<file path="src/rtl/uart_tx_queue.sv">
// uart_tx_queue: byte FIFO feeding a UART transmit handshake.
// Writers push bytes at full clock rate; an issue FSM hands them one at a time
// to the UART as a single-cycle enable pulse and waits out the frame on busy.
// Optional feature macro: UART_TX_QUEUE_CRLF_EN (expand LF into CR,LF on the wire).
module uart_tx_queue #(
    parameter int DEPTH_BITS = 4
) (
    input  logic                  clk,
    input  logic                  rst,
    input  logic                  wrEnable,
    input  logic [7:0]            wrData,
    output logic                  full,
    output logic                  empty,
    output logic [DEPTH_BITS:0]   level,
    output logic                  overflow,
    output logic                  busy,
    output logic                  uartTxEnable,
    output logic [7:0]            uartTxData,
    input  logic                  uartTxBusy
);

    localparam int DEPTH = 1 << DEPTH_BITS;
    localparam logic [DEPTH_BITS:0] DEPTH_CNT = {1'b1, {DEPTH_BITS{1'b0}}};

    typedef enum logic [1:0] {IDLE, HOLD, WAIT} state_t;

    state_t                 state, state_next;
    logic [7:0]             mem [DEPTH];
    logic [DEPTH_BITS-1:0]  rd_ptr, wr_ptr;
    logic [DEPTH_BITS:0]    count;
    logic                   push, pop, issue;
    logic [7:0]             head, issue_data;
`ifdef UART_TX_QUEUE_CRLF_EN
    logic                   cr_flag, cr_set, cr_clr;
`endif

    // full is taken from the registered count, so a write on a full queue is
    // dropped even if the FSM pops on the same edge.
    assign full  = (count == DEPTH_CNT);
    assign empty = (count == '0);
    assign level = count;
    assign busy  = !empty || (state != IDLE);
    assign head  = mem[rd_ptr];
    assign push  = wrEnable && !full;

    // Issue FSM: next state, pop and the byte to launch this edge.
    always_comb begin
        state_next = state;
        pop        = 1'b0;
        issue      = 1'b0;
        issue_data = head;
`ifdef UART_TX_QUEUE_CRLF_EN
        cr_set     = 1'b0;
        cr_clr     = 1'b0;
`endif
        case (state)
            IDLE: begin
                if (!empty && !uartTxBusy) begin
                    issue      = 1'b1;
                    state_next = HOLD;
`ifdef UART_TX_QUEUE_CRLF_EN
                    // First visit to a queued LF sends CR and leaves LF at the head.
                    if (head == 8'h0A && !cr_flag) begin
                        issue_data = 8'h0D;
                        cr_set     = 1'b1;
                    end else begin
                        pop    = 1'b1;
                        cr_clr = 1'b1;
                    end
`else
                    pop = 1'b1;
`endif
                end
            end
            // The UART raises busy one cycle after it samples enable, so busy is
            // not trustworthy here; just drop enable and move on.
            HOLD:    state_next = WAIT;
            WAIT:    if (!uartTxBusy) state_next = IDLE;
            default: state_next = IDLE;
        endcase
    end

    // FSM state register.
    always_ff @(posedge clk or posedge rst) begin
        if (rst) state <= IDLE;
        else     state <= state_next;
    end

    // FIFO pointers and occupancy; pointers wrap naturally at DEPTH.
    always_ff @(posedge clk or posedge rst) begin
        if (rst) begin
            rd_ptr <= '0;
            wr_ptr <= '0;
            count  <= '0;
        end else begin
            if (push) wr_ptr <= wr_ptr + 1'b1;
            if (pop)  rd_ptr <= rd_ptr + 1'b1;
            case ({push, pop})
                2'b10:   count <= count + 1'b1;
                2'b01:   count <= count - 1'b1;
                default: count <= count;
            endcase
        end
    end

    // Storage array; no reset needed since it is only read when non-empty.
    always_ff @(posedge clk) begin
        if (push) mem[wr_ptr] <= wrData;
    end

    // UART-facing registers; data holds between pulses.
    always_ff @(posedge clk or posedge rst) begin
        if (rst) begin
            uartTxEnable <= 1'b0;
            uartTxData   <= 8'h00;
            overflow     <= 1'b0;
        end else begin
            overflow     <= wrEnable && full;
            uartTxEnable <= issue;
            if (issue) uartTxData <= issue_data;
        end
    end

`ifdef UART_TX_QUEUE_CRLF_EN
    // CR-already-sent marker for the LF sitting at the head.
    always_ff @(posedge clk or posedge rst) begin
        if (rst)         cr_flag <= 1'b0;
        else if (cr_set) cr_flag <= 1'b1;
        else if (cr_clr) cr_flag <= 1'b0;
    end
`endif

endmodule

</file>
<file path="config.mk">
export PLATFORM = sky130hd
export DESIGN_NAME = uart_tx_queue
export DESIGN_NICKNAME = d
export VERILOG_FILES = /design/src/rtl/uart_tx_queue.sv
export SDC_FILE = /design/constraint.sdc
export NUM_CORES = 1
export LEC_CHECK = 0
export ABC_AREA = 1
export BUFFER_PORTS_ARGS = -buffer_cell sky130_fd_sc_hd__buf_2
export CAP_MARGIN = 40
export CORE_UTILIZATION = 55
export DETAILED_ROUTE_END_ITERATION = 12
export PLACE_DENSITY = 0.83
export SLEW_MARGIN = 0
export SYNTH_ARGS = -nofsm -noshare
export SYNTH_HDL_FRONTEND = slang
export SYNTH_SLANG_ARGS = --single-unit
export TNS_END_PERCENT = 5
</file>
<file path="constraint.sdc">
create_clock -name clk -period 2.3 [get_ports clk]
set_input_delay 0.115 -clock clk [delete_from_list [all_inputs] [get_ports clk]]
set_output_delay 0.115 -clock clk [all_outputs]
set_load 0.01 [all_outputs]
</file>
**Word-level counts from Yosys, hierarchy flattened**

Memory sizes are Yosys's and may differ from the RTL's. A register that Yosys moved wholly into a read port is not among the register bits.
Index checks and enable logic that the tools add are counted.

- Eq/ne operators: 7
- Multiplexer cells: 8
- $add $sub $neg: 4
- Reductions and logical operators: 12

Operator list:

| operator | count |
|---|---|
| $pmux W5 S2 | 1 |
| $add A4 B1 Y4 const B | 2 |
| $pmux W2 S3 | 1 |
| $add A5 B1 Y5 const B | 1 |
| $eq A5 B5 Y1 const B | 1 |
| $logic_not A5 Y1 | 1 |
| $sub A5 B1 Y5 const B | 1 |
| $eq A2 B1 Y1 const B | 2 |
| $eq A2 B2 Y1 const B | 2 |
| $mux W1 | 4 |
| $mux W2 | 2 |
| $ne A2 B2 Y1 const B | 2 |
| $reduce_bool A2 Y1 | 2 |
| $logic_and A1 B1 Y1 | 3 |
| $logic_not A1 Y1 | 3 |
| $logic_not A2 Y1 | 1 |
| $reduce_and A2 Y1 | 1 |
| $logic_or A1 B1 Y1 | 1 |

- Output and inout port bits: 18
- RAM bits: 128
- Word-level logic and storage cells: 38
- Memories kept: 1
- Register bits after elaboration: 17

Memories:

| memory | words | bits a word | rd ports | clocked after memory_dff | write ports | RTL line | RTL |
|---|---|---|---|---|---|---|---|
| mem | 16 | 8 | 1 | 1 | 1 | 28 | `logic [7:0] mem [DEPTH];` |

**Longest topological paths before layout**

Gate-level depths: netlist of run 1.

- Word-level depth: 7
- Mapped depth: 17

**Worst setup path before layout of run 1**

No wires, ideal clock.

- Path kind: register to register
- Start point: register count[2], in the netlist level[2]
- End point: register count[4], in the netlist level[4]
- Cell stages (with the launch flop): 18
- Buffers on the path: 2
- Data required time: 2183 ps
- Clock period less this slack: 2300 ps
- Path slack: 0 ps
- Arrival: 2183 ps
- Cell sequence: dfrtp_1 nor2_1 nand4_1 nand2_1 inv_2 buf_4 ha_1 clkbuf_2 xor2_1 ha_1 a21oi_1 nor2_1 nand2_1 nand2_1 nand2_1 nand2_1 nand2_1 nand2_1

- Word-level cells in the longest chain between the ends: 7
- Elaborated cells between the ends (all ways): 14

RTL lines:

| item | RTL line | RTL |
|---|---|---|
| start: declaration | 30 | `logic [DEPTH_BITS:0] count;` |
| start signal: assignment | 99 | `2'b10: count <= count + 1'b1;` |
| start signal: assignment | 100 | `2'b01: count <= count - 1'b1;` |
| start signal: assignment | 101 | `default: count <= count;` |
| $logic_not A5 Y1 (*) | 40 | `assign empty = (count == '0);` |
| $logic_not A1 Y1 (*) | 58 | `if (!empty && !uartTxBusy) begin` |
| $logic_and A1 B1 Y1 (*) | 58 |  |
| $mux W1 (*) (2 in series) | n/a |  |
| named net issue | 31 | `logic push, pop, issue;` |
| $eq A2 B1 Y1 or $eq A2 B2 Y1 (tied branches) | 98 | `case ({push, pop})` |
| $pmux W5 S2 or $reduce_bool A2 Y1 (tied branches) | n/a |  |

Mark *: on every way through the listed nets, which the timed path passes. The rest lies on a longest branch.
A chain may end at the register's enable or synchronous reset.

**Worst setup path in the final report of run 1**

- Start point: register count[2], in the netlist level[2]
- End point: register count[4], in the netlist level[4]

- Word-level cells in the longest chain between the ends: 7
- Elaborated cells between the ends (all ways): 14

RTL lines:

| item | RTL line | RTL |
|---|---|---|
| $logic_not A5 Y1 | 40 |  |
| $logic_not A1 Y1 | 58 |  |
| $logic_and A1 B1 Y1 | 58 |  |
| $mux W1 | 58 |  |
| $mux W1 | 56 | `case (state)` |
| $eq A2 B1 Y1 or $eq A2 B2 Y1 (tied branches) | 98 |  |
| $pmux W5 S2 or $reduce_bool A2 Y1 (tied branches) | n/a |  |

Parallel ways exist; a longest one is shown, timed or not.

==> results.ini, run 1 <==
[floorplan]
start_util_pct = 56.5
fp.dieH_um = 113
die_area_um2 = 12800
die_w_um = 113
std_cell_rows = 40
core_area_um2 = 12000
io_pins = 30

[sta]
drv_slew = 0
whs_ns = 0.0989
setup_viol = 1
tns_ns = -0.0353
fin_crit_sh_pct = 102
fmax_mhz = 428
fin_worst_skew_ns = 0.00782
setup_slack_ns = -0.0353
max_slew_margin_pct = 54.8
fin_crit_ns = 2.34
hold_viol = 0
worstMarginPinSlew_ns = 0.678

[clock_tree]
cts_inserted_buffers = 17
clock_sinks = 153
cts_tree = yes
insertion_delay_ns = 0.43
clock-root-buffer = clkbuf_16
clkTransAtPathRegs_ns = 0.06
htree_num_levels = 4
clockBufferDepth = 2

[drt]
num_vias = 4885
drc_errors = 0
wl_um = 15000
first_pass_iters = 6
first_iter_violations = 598
ant_nets = 0
routedWlPerCell_um = 16.8
viasPerCell = 5.47

[critical_path]
worstPathRequired_ns = 2.63
worst-r2r-cell-count = 15
crit_arrival_ns = 2.66
r2r-start = level[2]
path_class = register to register
rr_endpoint = level[4]
crit_fanout = 5
endpoint_kind = register
ff2ff_setup_slack_ns = -0.04
cp-start-kind = register

[placement]
placed_area_um2 = 7180
io_buffers = 29
place.gp.congestion = 1.00
dp_hpwl_um = 9270

[yosys]
yosys_warnings = 0
ys_seq_area_share_pct = 65.8
syn_inst = 682
syn_nets = 702
ys_ff_latch = 153
yosys.cell_types.count = 22
syn_area_um2 = 6790
syn_area_per_cell_um2 = 9.96

[final_layout]
syn2layout_area_growth_pct = 15.0
seqCellArea_um2 = 4470
n_antenna_cell = 0
fillers = 847
multiInputGateArea_um2 = 1730
finish.instance_area_um2 = 7810
nets = 755
drive_above_1_share_pct = 13.0

[power_and_ir_drop]
p_total_uw = 9760
p_leak_uw = 0.00360
ir_worst_vdd_v = 0.000738
power_density_nw_per_um2 = 1250

[flow_run]
drv_cap = 0

[status]
status = finished with violations
violations = negative setup slack

[global_routing]
grt_antenna_before_repair = 0
grt_usage_pct = 25.2
grt_overflow_total = 0
grt_pass1_wl_um = 23700
grt_max_degree = 67
first_global_vias = 4939

[worst_hold_path]
hold_path_depth = 1
min_path_type = primary input to register
hp-start = wrData[1]
hold_end = mem[3][1]

critical path, stage by stage (launching register included):
cell	delay, ns
dfrtp_2	0.46
nor2_4	0.14
nand4_1	0.16
nand2_2	0.13
inv_2	0.05
ha_4	0.18
xor2_2	0.18
ha_1	0.22
a21oi_2	0.17
nor2_1	0.11
nand2_1	0.10
nand2_1	0.08
nand2_1	0.08
nand2_1	0.06
nand2_1	0.05
nand2_1	0.04
final cells by class:
| cell class | instances | share of cell area, % |
|---|---|---|
| Multi-Input combinational cell | 379 | 22.2 |
| Tap cell | 147 | 2.36 |
| Inverter | 122 | 5.87 |
| Clock buffer | 19 | 5.54 |
| Sequential cell | 153 | 57.3 |
| Timing Repair Buffer | 62 | 5.38 |
| Clock inverter | 11 | 1.38 |
cell usage in the layout, fill, tap and decap left out, types with 3 or more instances in the layout:
cell type	netlist	final
clkinv_1	1	4
nor2_1	25	24
ha_1	8	7
xor2_1	8	7
nand3_1	103	103
buf_2	16	29
nand2_1	221	220
buf_4	9	29
dfrtp_2	0	4
o21ai_0	4	4
dlygate4sd3_1	0	3
edfxtp_1	128	128
dfrtp_1	25	21
clkinv_2	0	4
inv_1	119	119
clkbuf_16	0	17
worst max-delay path by stage:
stage,startpoint,endpoint,depth (start not counted)
floorplan,level[2],level[4],17
global placement,level[2],level[4],15
detailed placement,level[1],level[4],15
CTS,level[2],level[4],15
global route,level[2],level[4],14
finish,level[2],level[4],15
cells by family (layout without fill, tap and decap cells):
group	count (synthesis)	after routing	share of synthesized area, %
AO/OA/AOI/OAI	6	6	0.442
XOR/XNOR	10	10	1.29
adder cells (fa/ha/maj)	8	8	1.47
buffers and inverters	150	214	9.21
flip-flops	153	153	65.8
AND/OR/NAND/NOR	355	355	21.8
flip-flops by register name, indices dropped and copies added, names as in the netlist:
signal        count
level             5
mem             128
overflow          1
rd_ptr            4
state             2
uartTxData        8
uartTxEnable      1
wr_ptr            4
cells in the mapped netlist:
master	number	area, um2
a21oi_1	1	5.00
buf_2	16	80.1
buf_4	9	67.6
buf_6	1	11.3
clkbuf_1	1	3.75
clkbuf_2	1	5.00
clkinv_1	1	3.75
dfrtp_1	25	626
edfxtp_1	128	3840
ha_1	8	100
inv_1	119	447
inv_2	2	7.51
nand2_1	221	830
nand3_1	103	515
nand3b_1	2	15.0
nand4_1	2	12.5
nor2_1	25	93.8
o21ai_0	4	20.0
o21ai_1	1	5.00
or2_2	2	12.5
xnor2_1	2	17.5
xor2_1	8	70.1
where the power goes:
| group | total, uW | switching (uW) | internal [uW] | leakage (uW) |
|---|---|---|---|---|
| clock | 2610 | 1050 | 1560 | 0.000265 |
| combinational | 3430 | 2320 | 1110 | 0.00188 |
| sequential | 3720 | 258 | 3470 | 0.00146 |
timing repair:
item	4_1_cts	5_1_grt
pin swaps	0	2
resized for setup	2	8
endpoints found under the setup margin	1	1
setup buffers	0	3
hold endpoints to repair	27	0
hold buffers	3	0
per-stage QoR:
stage	instances	util, %	worst slack [ns]
after CTS	890	64.5	0.00102
after global placement	856	59.5	0.146
after global routing	893	65.0	-0.128
final	893	65.0	-0.0353
after detailed placement	857	59.8	-0.0842
after floorplan	682	-	0.0000180
per-layer routing:
layer | wire (um) | track usage [%] | vias to the layer above
li1 | - | - | 2273
met1 | 5620 | 30.5 | 2274
met2 | 7400 | 39.8 | 277
met3 | 1420 | 6.00 | 61
met4 | 547 | 18.2 | 0
met5 | 0 | 0 | -
Note: power is estimated with default switching activity, not from simulation.
==> inputs of run 2 (changes only) <==
==> constraint.sdc (replaced) <==
create_clock -name clk -period 2.3 [get_ports clk]
set_input_delay 0.345 -clock clk [delete_from_list [all_inputs] [get_ports clk]]
set_output_delay 0.345 -clock clk [all_outputs]
set_load 0.01 [all_outputs]
==> run 2 against run 1 <==
Net effect:
- the flow now finishes without violations
- worst setup slack improved by 0.092 ns
- count of clock-buffer cells in the layout rose by 2
- sequential share of layout area rose by 0.28 points
- clock power fell by 6%
- largest cell class unchanged
- critical path depth did not move
- final cell count rose by 0.11%
- critical endpoint unchanged
- total power fell by 1.2%
- highest routed layer unchanged
==> results.ini, run 2 (synthesized netlist as in run 1, its figures left out) <==
[status]
status = complete, no violations  ; was finished with violations

[power_and_ir_drop]
power_density_nw_per_um2 = 1240  ; was 1250 nW/um2
ir_worst_vdd_v = 0.000657  ; was 0.000738 V
p_leak_uw = 0.00358  ; was 0.00360 uW
p_total_uw = 9640  ; was 9760 uW

[clock_tree]
htree_num_levels = 4  ; unchanged
cts_tree = yes  ; unchanged
clkTransAtPathRegs_ns = 0.06  ; about the same
clock-root-buffer = clkbuf_16  ; unchanged
clockBufferDepth = 2  ; unchanged
cts_inserted_buffers = 17  ; unchanged
insertion_delay_ns = 0.43  ; about the same
clock_sinks = 153  ; unchanged

[global_routing]
grt_pass1_wl_um = 23700  ; about the same
grt_overflow_total = 0  ; unchanged
grt_antenna_before_repair = 0  ; unchanged
first_global_vias = 4963  ; was 4939
grt_usage_pct = 25.2  ; about the same
grt_max_degree = 67  ; unchanged

[sta]
setup_slack_ns = 0.0572  ; was -0.0353 ns
fin_worst_skew_ns = 0.00837  ; was 0.00782 ns
max_slew_margin_pct = 48.9  ; was 54.8%
fin_crit_sh_pct = 97.5  ; was 102%
worstMarginPinSlew_ns = 0.766  ; was 0.678 ns
fmax_mhz = 446  ; was 428 MHz
drv_slew = 0  ; unchanged
setup_viol = 0  ; was 1
fin_crit_ns = 2.24  ; was 2.34 ns
hold_viol = 0  ; unchanged

[drt]
first_pass_iters = 7  ; was 6
num_vias = 4940  ; was 4885
drc_errors = 0  ; unchanged
wl_um = 14900  ; was 15000 um
ant_nets = 0  ; unchanged
viasPerCell = 5.53  ; was 5.47
first_iter_violations = 571  ; was 598
routedWlPerCell_um = 16.7  ; was 16.8 um

[critical_path]
worstPathRequired_ns = 2.62  ; was 2.63 ns
crit_arrival_ns = 2.56  ; was 2.66 ns
cp-start-kind = register  ; unchanged
r2r-start = level[1]  ; was level[2]
crit_path_start = level[1]  ; was level[2]
path_class = register to register  ; unchanged
endpoint_kind = register  ; unchanged
crit_fanout = 5  ; unchanged

[final_layout]
drive_above_1_share_pct = 12.9  ; was 13.0%
final_common_cell = nand2_1  ; unchanged
largest_reg_flops = 128  ; unchanged
regMostFlops = mem  ; unchanged
n_antenna_cell = 0  ; unchanged
final_cell_mix = nand2_1 (221), edfxtp_1 (128), inv_1 (119)  ; was nand2_1 (220), edfxtp_1 (128), inv_1 (119)
finish.instance_area_um2 = 7770  ; was 7810 um2
nets = 754  ; was 755
syn2layout_area_growth_pct = 14.4  ; was 15.0%
fillers = 850  ; was 847

[placement]
place.gp.congestion = 1.03  ; was 1.00
io_buffers = 29  ; unchanged
dp_hpwl_um = 9400  ; was 9270 um
placed_area_um2 = 7200  ; was 7180 um2
pre_cts_ws_ns = 0.0410  ; was -0.0842 ns

[floorplan]
std_cell_rows = 40  ; unchanged
start_util_pct = 56.5  ; unchanged
core_area_um2 = 12000  ; unchanged
die_w_um = 113  ; unchanged
die_area_um2 = 12800  ; unchanged
io_pins = 30  ; unchanged
fp.dieH_um = 113  ; unchanged

[flow_run]
drv_cap = 0  ; unchanged

[worst_hold_path]
hp-start = wrEnable  ; was wrData[1]
min_path_type = primary input to register  ; unchanged

## run 2: repair_timing
| item | 4_1_cts | 5_1_grt |
|---|---|---|
| endpoints found under the hold margin | 4 | 0 |
| endpoints found under the setup margin | 0 | 3 |
| gates resized for setup | 0 | 8 |
| hold buffers | 1 | 0 |
| setup buffers | 0 | 3 |
## run 2: final cells by class
type	count	area (um2)	share of cell area [%]
clock buffer	21	440	5.67
inverter	122	458	5.90
timing repair buffer	61	420	5.41
sequential	153	4470	57.6
multi-input combinational	379	1720	22.1
tap	147	184	2.37
clock inverter	11	73.8	0.950
## run 2: routing by layer
| layer | up-vias | part of all wire [%] | track usage (%) |
|---|---|---|---|
| met5 | - | 0 | 0 |
| met4 | 0 | 4.8 | 15.4 |
| met3 | 70 | 7.7 | 6.27 |
| met2 | 268 | 49 | 42.2 |
| met1 | 2332 | 38 | 29.3 |
| li1 | 2270 | - | - |
## run 2: stage by stage
step / hold WS (ns) / setup TNS, ns / std cells / utilization, %
floorplan: 0.372 / 0 / 682 / -
global placement: 0.458 / 0 / 857 / 59.7
detailed placement: 0.289 / 0 / 858 / 59.9
CTS: 0.132 / 0 / 891 / 64.3
global route: 0.147 / -0.201 / 894 / 64.7
finish: 0.148 / 0 / 894 / 64.7
## run 2: final timing paths
kind | end | slack [ns] | cells after the start
hold / removal | overflow | 0.15 | 3
setup / recovery | level[4] | 0.06 | 15
setup reg to reg | level[4] | 0.06 | 15
hold reg to reg | uartTxData[6] | 0.47 | 2
min in group asynchronous | wr_ptr[1] | 0.39 | 3
max in group asynchronous | rd_ptr[0] | 1.50 | 4
## run 2: where the power goes
group          total [uW]  internal, uW  leakage, uW  switching [uW]
registers            3730          3460      0.00146             262
clock network        2460          1370     0.000241            1080
logic                3460          1130      0.00188            2330
## run 2: critical path: stages, from the launching register on
cell     delay, ns
dfrtp_2       0.45
nor2_4        0.15
nand4_1       0.15
nand2_1       0.15
inv_2         0.05
ha_1          0.22
xor2_2        0.19
ha_2          0.18
a21oi_2       0.16
nor2_1        0.09
nand2_1       0.08
nand2_1       0.05
nand2_1       0.06
nand2_1       0.05
nand2_1       0.06
nand2_1       0.05
